## src/rtl/lsu_mem_port.sv

```systemverilog
`default_nettype none
// ============================================================================
// Module   : lsu_mem_port
// Purpose  : Multi-cycle load/store port between the core datapath and the
//            data-memory request/acknowledge bus. One transaction at a time.
//            Generates byte enables and lane-replicated store data. Returns
//            aligned, sign- or zero-extended load data. Stalls the core while
//            a transaction is outstanding. Reports bus timeouts as faults.
// Revision : 1.0 - initial release
// ----------------------------------------------------------------------------
// Parameters
//   TIMEOUT_CYCLES : REQ cycles without bus_ack before a fault (1..255)
// Optional build macro
//   LSU_MISALIGN_TRAP_EN : misaligned half/word accesses fault immediately
//                          without touching the bus
// Ports
//   clk_i          : clock, rising edge
//   rst_n_i        : synchronous active-low reset
//   req_valid_i    : core memory request, held until done_o
//   mem_write_i    : 1 = store, 0 = load
//   funct3_i[2:0]  : access width/sign (byte/half/word, signed/unsigned)
//   addr_i[31:0]   : byte address
//   wdata_i[31:0]  : store data
//   stall_o        : hold the pipeline
//   done_o         : one-cycle completion pulse
//   fault_o        : transaction failed (valid with done_o)
//   ReadData_o     : extended load result, held until the next done_o
//   bus_req_o      : bus request
//   bus_we_o       : bus write enable
//   bus_addr_o     : word-aligned bus address
//   bus_wdata_o    : lane-replicated store data
//   bus_be_o[3:0]  : byte enables
//   bus_ack_i      : bus completion
//   bus_rdata_i    : bus read data, valid with bus_ack_i
// ============================================================================
module lsu_mem_port #(
  parameter int unsigned TIMEOUT_CYCLES = 64
) (
  input  logic        clk_i,
  input  logic        rst_n_i,
  input  logic        req_valid_i,
  input  logic        mem_write_i,
  input  logic [2:0]  funct3_i,
  input  logic [31:0] addr_i,
  input  logic [31:0] wdata_i,
  output logic        stall_o,
  output logic        done_o,
  output logic        fault_o,
  output logic [31:0] ReadData_o,
  output logic        bus_req_o,
  output logic        bus_we_o,
  output logic [31:0] bus_addr_o,
  output logic [31:0] bus_wdata_o,
  output logic [3:0]  bus_be_o,
  input  logic        bus_ack_i,
  input  logic [31:0] bus_rdata_i
);

  localparam logic [7:0] TIMEOUT_LIMIT = 8'(TIMEOUT_CYCLES);

  typedef enum logic [1:0] {
    ST_IDLE = 2'd0,
    ST_REQ  = 2'd1,
    ST_RESP = 2'd2
  } state_e;

  state_e      state_q;
  logic [7:0]  cnt_q;
  logic [2:0]  funct3_q;
  logic [1:0]  off_q;
  logic        bus_req_q;
  logic        bus_we_q;
  logic [31:0] bus_addr_q;
  logic [31:0] bus_wdata_q;
  logic [3:0]  bus_be_q;
  logic        done_q;
  logic        fault_q;
  logic [31:0] rdata_q;

  // Values captured on acceptance, decoded from the live request inputs.
  logic [3:0]  be_d;
  logic [31:0] wdata_d;
  logic        misalign_d;
  // Load result extracted from the bus using the latched width/offset.
  logic [31:0] rdata_d;
  logic [4:0]  shamt;
  logic [31:0] shifted;
  logic        sext;

  // funct3[1:0]: 00 byte, 01 half, 1x word (undefined codes fall to word).
  always_comb begin
    be_d    = 4'b1111;
    wdata_d = wdata_i;
    case (funct3_i[1:0])
      2'b00: begin
        be_d    = 4'b0001 << addr_i[1:0];
        wdata_d = {4{wdata_i[7:0]}};
      end
      2'b01: begin
        be_d    = 4'b0011 << {addr_i[1], 1'b0};
        wdata_d = {2{wdata_i[15:0]}};
      end
      default: begin
        be_d    = 4'b1111;
        wdata_d = wdata_i;
      end
    endcase
  end

`ifdef LSU_MISALIGN_TRAP_EN
  assign misalign_d = ((funct3_i[1:0] == 2'b01) && addr_i[0]) ||
                      (funct3_i[1] && (addr_i[1:0] != 2'b00));
`else
  assign misalign_d = 1'b0;
`endif

  // Half accesses shift by addr[1] only, so addr[0] never affects the lane.
  always_comb begin
    sext = ~funct3_q[2];
    case (funct3_q[1:0])
      2'b00:   shamt = {off_q, 3'b000};
      2'b01:   shamt = {off_q[1], 4'b0000};
      default: shamt = 5'd0;
    endcase
    shifted = bus_rdata_i >> shamt;
    case (funct3_q[1:0])
      2'b00:   rdata_d = {{24{sext & shifted[7]}}, shifted[7:0]};
      2'b01:   rdata_d = {{16{sext & shifted[15]}}, shifted[15:0]};
      default: rdata_d = shifted;
    endcase
  end

  always_ff @(posedge clk_i) begin
    if (!rst_n_i) begin
      state_q     <= ST_IDLE;
      cnt_q       <= 8'd0;
      funct3_q    <= 3'b000;
      off_q       <= 2'b00;
      bus_req_q   <= 1'b0;
      bus_we_q    <= 1'b0;
      bus_addr_q  <= 32'd0;
      bus_wdata_q <= 32'd0;
      bus_be_q    <= 4'b0000;
      done_q      <= 1'b0;
      fault_q     <= 1'b0;
      rdata_q     <= 32'd0;
    end else begin
      done_q  <= 1'b0;
      fault_q <= 1'b0;
      case (state_q)
        ST_IDLE: begin
          if (req_valid_i) begin
            funct3_q    <= funct3_i;
            off_q       <= addr_i[1:0];
            bus_addr_q  <= {addr_i[31:2], 2'b00};
            bus_be_q    <= be_d;
            bus_wdata_q <= wdata_d;
            cnt_q       <= 8'd0;
            if (misalign_d) begin
              // Trap without a bus cycle; completion on the next cycle.
              state_q <= ST_RESP;
              done_q  <= 1'b1;
              fault_q <= 1'b1;
              rdata_q <= 32'd0;
            end else begin
              state_q   <= ST_REQ;
              bus_req_q <= 1'b1;
              bus_we_q  <= mem_write_i;
            end
          end
        end
        ST_REQ: begin
          // An ack arriving on the limit cycle still completes normally.
          if (bus_ack_i) begin
            if (!bus_we_q) begin
              rdata_q <= rdata_d;
            end
            state_q   <= ST_RESP;
            done_q    <= 1'b1;
            bus_req_q <= 1'b0;
            bus_we_q  <= 1'b0;
          end else if (cnt_q == TIMEOUT_LIMIT) begin
            state_q   <= ST_RESP;
            done_q    <= 1'b1;
            fault_q   <= 1'b1;
            rdata_q   <= 32'd0;
            bus_req_q <= 1'b0;
            bus_we_q  <= 1'b0;
          end else begin
            cnt_q <= cnt_q + 8'd1;
          end
        end
        ST_RESP: begin
          state_q <= ST_IDLE;
        end
        default: begin
          state_q <= ST_IDLE;
        end
      endcase
    end
  end

  // Combinational so the core stalls in the very cycle it presents a request.
  assign stall_o     = ((state_q == ST_IDLE) && req_valid_i) || (state_q == ST_REQ);
  assign done_o      = done_q;
  assign fault_o     = fault_q;
  assign ReadData_o  = rdata_q;
  assign bus_req_o   = bus_req_q;
  assign bus_we_o    = bus_we_q;
  assign bus_addr_o  = bus_addr_q;
  assign bus_wdata_o = bus_wdata_q;
  assign bus_be_o    = bus_be_q;

endmodule
`default_nettype wire

```

## config.mk

```make
export PLATFORM = sky130hd
export DESIGN_NAME = lsu_mem_port
export DESIGN_NICKNAME = d
export VERILOG_FILES = /design/src/rtl/lsu_mem_port.sv
export SDC_FILE = /design/constraint.sdc
export NUM_CORES = 1
export LEC_CHECK = 0
export CORE_ASPECT_RATIO = 0.9
export CORE_MARGIN = 8
export CORE_UTILIZATION = 38
export CTS_BUF_LIST = sky130_fd_sc_hd__clkbuf_16
export CTS_CLUSTER_DIAMETER = 150
export DETAILED_ROUTE_END_ITERATION = 8
export HOLD_SLACK_MARGIN = 0.06
export PLACE_DENSITY = 0.77
export REMOVE_ABC_BUFFERS = 1
export SLEW_MARGIN = 20
export SYNTH_ARGS = -nofsm -noshare
export SYNTH_HDL_FRONTEND = slang
export SYNTH_SLANG_ARGS = --single-unit
```

## constraint.sdc

```tcl
create_clock -name clk_i -period 1.8 [get_ports clk_i]
set_input_delay 0.36 -clock clk_i [delete_from_list [all_inputs] [get_ports clk_i]]
set_output_delay 0.36 -clock clk_i [all_outputs]
set_load 0.02 [all_outputs]
```

Word level (Yosys, flattened, before mapping)

Index checks and enable logic that the tools add are counted.

Bits in registers: 117
Bits of input ports: 104
Output and inout port bits: 105
Logic and storage cells: 67

Add/sub/neg operators: 1
Equal/unequal tests: 9
Shift operators: 3
Multiplexer cells: 23
Bitwise gates (word level): 5
Reduce and logical (&&, ||, !) cells: 14

Operator list:

| operator              | count |
|---|---|
| $pmux W32 S2          | 2 |
| $mux W32              | 3 |
| $shr A32 B5 Y32       | 1 |
| $mux W8               | 3 |
| $pmux W8 S2           | 1 |
| $pmux W5 S2           | 1 |
| $add A8 B1 Y8 const B | 1 |
| $eq A8 B7 Y1 const B  | 1 |
| $ne A2 B2 Y1 const B  | 4 |
| $pmux W4 S2           | 1 |
| $eq A2 B1 Y1 const B  | 3 |
| $logic_not A2 Y1      | 3 |
| $mux W1               | 6 |
| $mux W2               | 3 |
| $reduce_and A2 Y1     | 3 |
| $reduce_and A3 Y1     | 2 |
| $pmux W1 S2           | 2 |
| $pmux W2 S2           | 1 |
| $reduce_and A4 Y1     | 1 |
| $reduce_bool A2 Y1    | 2 |
| $shl A1 B2 Y4 const A | 1 |
| $shl A2 B2 Y4 const A | 1 |
| $ne A3 B3 Y1 const B  | 1 |
| $not A1 Y1            | 3 |
| other kinds (4)       | 5 |

Depth between registers and ports, before layout

Word-level depth: 7
Gate-level depth with buffers: 8

Least setup slack after synthesis

OpenSTA, ideal clock, no wires.

Path type: flip-flop to flip-flop
From: reg bus_we_q (netlist: bus_we_o)
To: reg rdata_q[16] (netlist: ReadData_o[16])
Library setup time: 0.122 ns
Arrival time: 1.618 ns
Required time: 1.678 ns
Setup slack: 0.060 ns
Stages on the path, launching flop included: 8
Buffers on the path: 3
Clock period less this slack: 1.740 ns
Cells stage by stage: dfxtp_1 nor2b_4 and3_1 buf_2 and2_1 clkbuf_2 buf_6 a221o_1

Word-level cells in the longest chain between the ends: 2

RTL lines:

| what                               | line | source |
|---|---|---|
| start: declaration                 | 72   | `logic bus_we_q;` |
| start signal: assignment           | 168  | `bus_we_q <= mem_write_i;` |
| $ne A2 B2 Y1 (no source line)      | --   |  |
| $reduce_and A3 Y1 (no source line) | --   |  |
| end signal: assignment             | 176  | `rdata_q <= rdata_d;` |
| end: declaration                   | 78   | `logic [31:0] rdata_q;` |

No other way between the ends.
A chain may end at the register's enable or synchronous reset.

Worst setup path in the final report

From: reg bus_be_q[1] (netlist: bus_be_o[1])
To: out bus_be_o[1]

RTL lines:

| what                     | line | source |
|---|---|---|
| start: declaration       | 75   | `logic [3:0] bus_be_q;` |
| start signal: assignment | 143  | `bus_be_q <= 4'b0000;` |
| start signal: assignment | 156  | `bus_be_q <= be_d;` |
| end: declaration         | 54   | `output logic [3:0] bus_be_o,` |

No word-level cell between the ends.

==> metrics <==
fin cells=971; crit path cell chain=clkdlybuf4s50_1; Starting Density=0.3867; std cell rows=39; TritonCTS clock tree=yes; kind of cell adding the most delay to the critical path=buffers and inverters; Top FF cell, synth=dfxtp_1; vias=5110; Ant. Diodes=0; Die Area=16750 um2; die height=123.6 um; Final min period=1.767 ns; Compound-Gate Fraction of Synth Area=0.2110; most common cell in the synthesized netlist=nand2_1; Vias/cell=5.263; fmax=565.8 MHz; root buf cell=clkbuf_16; CP Max Fanout=2; final core occ=0.6447; Worst EP required=1.44 ns; Clock Sink Count=117; Unique masters post-synth=52; TritonCTS Buffers=17; nets@finish=900; Slowest-stage cell, CP=clkdlybuf4s50_1; Worst setup SP type=flip-flop; die width=135.5 um; number of I/O port buffers=206; largest net degree at the start of global routing=55; CP Buf/Inv Count=1; RSZ-0062 raised after global routing=yes; clock skew=0.01138 ns; mux contribution to synthesized area=0.06912; Async SR Flop Fraction=0; antenna-violating nets left=0; Total GRT Usage=0.2001; Post-Synth Adder-Cell Area=0.005120; clk_lat worst skew=0.42 ns; Final period util=0.9818; Synth Area per Inst=8.790 um2; Worst Path Arrival=1.41 ns; GPL Wtd Cong=0.8574; PwrDens=940.2 nW/um2; Leak Pwr=0.003221 uW; vias in the first global route=5305; # placed instances=936; core region area=12640 um2; total wire length=17670 um; Reg clk slew, reported paths=0.06 ns; top cell type's share of synthesized area=0.4793; post-synthesis xor/xnor area fraction=0.007168; simple-gate area share of the yosys netlist=0.1831; share of cells above drive strength 1=0.1425; endpoints failing hold=0; crit path capture type=output pin; 1st-iter DRT viols=311; CP Class=flip-flop to output pin; Power, Total=7660 uW; Hold Path Class=flip-flop to flip-flop; max-cap violations=0; CP max stage delay=0.66 ns; Avg WL per Cell=18.20 um; first-pass GRT wire length=26550 um; 1st-pass router iterations=5; number of flops mapped to enable cells by yosys=0; synth top area cells=dfxtp_1 48%, nand2_1 10%, a21oi_1 7.1%; initial antenna violation count=0; max-slew violations=0; DRC Markers=0; Synth top cells by count=130 x nand2_1, 117 x dfxtp_1, 69 x a21oi_1, 30 x nor2_1, 27 x clkbuf_1; cell accounting for the most synthesized area=dfxtp_1; dpl hpwl=12740 um; Worst VDD drop=0.0007460 V; Clock Path Buffers=2; status=complete, no violations; main combinational cell family by area after synthesis=compound AO/OA/AOI/OAI gates; Synth Register Bits=117; Yosys warning total=0; I/O Pins=209; H-tree Lvls=4; P&R area growth vs syn=66.72%; Synth Instances=556; sequential element share of the synthesized area=0.4793; area of the mapped netlist=4887 um2; Remaining Overflow, GRT=0; # setup viols final=0
[report_power, final]
part,internal [uW],switching [uW]
Clock,2040,1290
Combinational,762,731
Sequential,2750,92.4
Total,5550,2110
[per-layer routing]
metal	GRT usage	vias up	routed length (um)
met3	0.1020	35	2113
met1	0.2160	2381	6907
met5	0	-	0
li1	-	2441	-
met4	0.08801	0	473
met2	0.3257	253	8177
[cell type report]
| class | count | area, um2 |
|---|---|---|
| fillers | 1002 | 4491 |
| repair buffers | 261 | 2614 |
| multi-input cells | 391 | 2385 |
| flip-flops and latches | 117 | 2344 |
| clock buffers | 17 | 425.4 |
| well taps | 164 | 205.2 |
| clock inverters | 15 | 152.6 |
| inverters | 6 | 22.52 |
[state kept, by name, indices dropped and copies added, names as in the netlist, 2 cells and up]
| register | flops |
|---|---|
| bus_wdata_o | 32 |
| off_q | 2 |
| ReadData_o | 32 |
| bus_be_o | 4 |
| cnt_q | 8 |
| bus_addr_o | 30 |
| state_q | 2 |
| funct3_q | 3 |
[cells by family (layout without fill, tap and decap cells)]
| kind of cell | count (synthesis) | in the layout |
|---|---|---|
| AO/OA/AOI/OAI | 154 | 154 |
| buffers and inverters | 49 | 299 |
| flip-flops | 117 | 117 |
| other | 1 | 2 |
| adder cells (fa/ha/maj) | 2 | 2 |
| multiplexers | 25 | 25 |
| XOR/XNOR | 4 | 4 |
| AND/OR/NAND/NOR | 204 | 204 |
[timing repair]
| item | CTS | global route |
|---|---|---|
| cloned | 0 | 2 |
| endpoints found under the setup margin | 6 | 41 |
| hold buffers | 0 | 0 |
| pin swaps | 0 | 5 |
| buffers inserted | 0 | 1 |
| resized for setup | 11 | 18 |
[worst paths after layout]
check                                     end  cells after the start  slack (ns)          start
worst max-delay path              bus_be_o[1]                      1        0.03    bus_be_o[1]
worst min-delay path            bus_addr_o[8]                      2        0.45  bus_addr_o[8]
worst max register to register       cnt_q[4]                      7        0.06     state_q[1]
worst min register to register  bus_addr_o[8]                      2        0.45  bus_addr_o[8]
[stage by stage]
stage               setup slack (ns)  setup TNS (ns)  hold WS (ns)  instance area [um2]
finish                       0.03267               0        0.4548                 8148
global route                -0.04478        -0.05532        0.4679                 8148
CTS                         0.003174               0        0.4564                 8029
detailed placement           -0.5584          -20.79        0.4465                 7447
global placement             -0.5336          -15.45        0.4406                 7447
floorplan                     -2.082         -137.10        0.4507                 4696
[layout by cell type, fill, tap and decap left out, types with 8 or more instances in the layout]
cell type	instances
buf_4	45
nand2_1	130
a21oi_1	69
a211oi_1	8
mux2i_1	18
clkbuf_16	19
clkdlybuf4s50_1	196
o211ai_1	9
dfxtp_1	116
a311oi_1	8
nor3_1	10
o21ai_0	19
nand3_1	10
nor2_1	30
a221o_1	16
(Power assumes the default switching activity.)
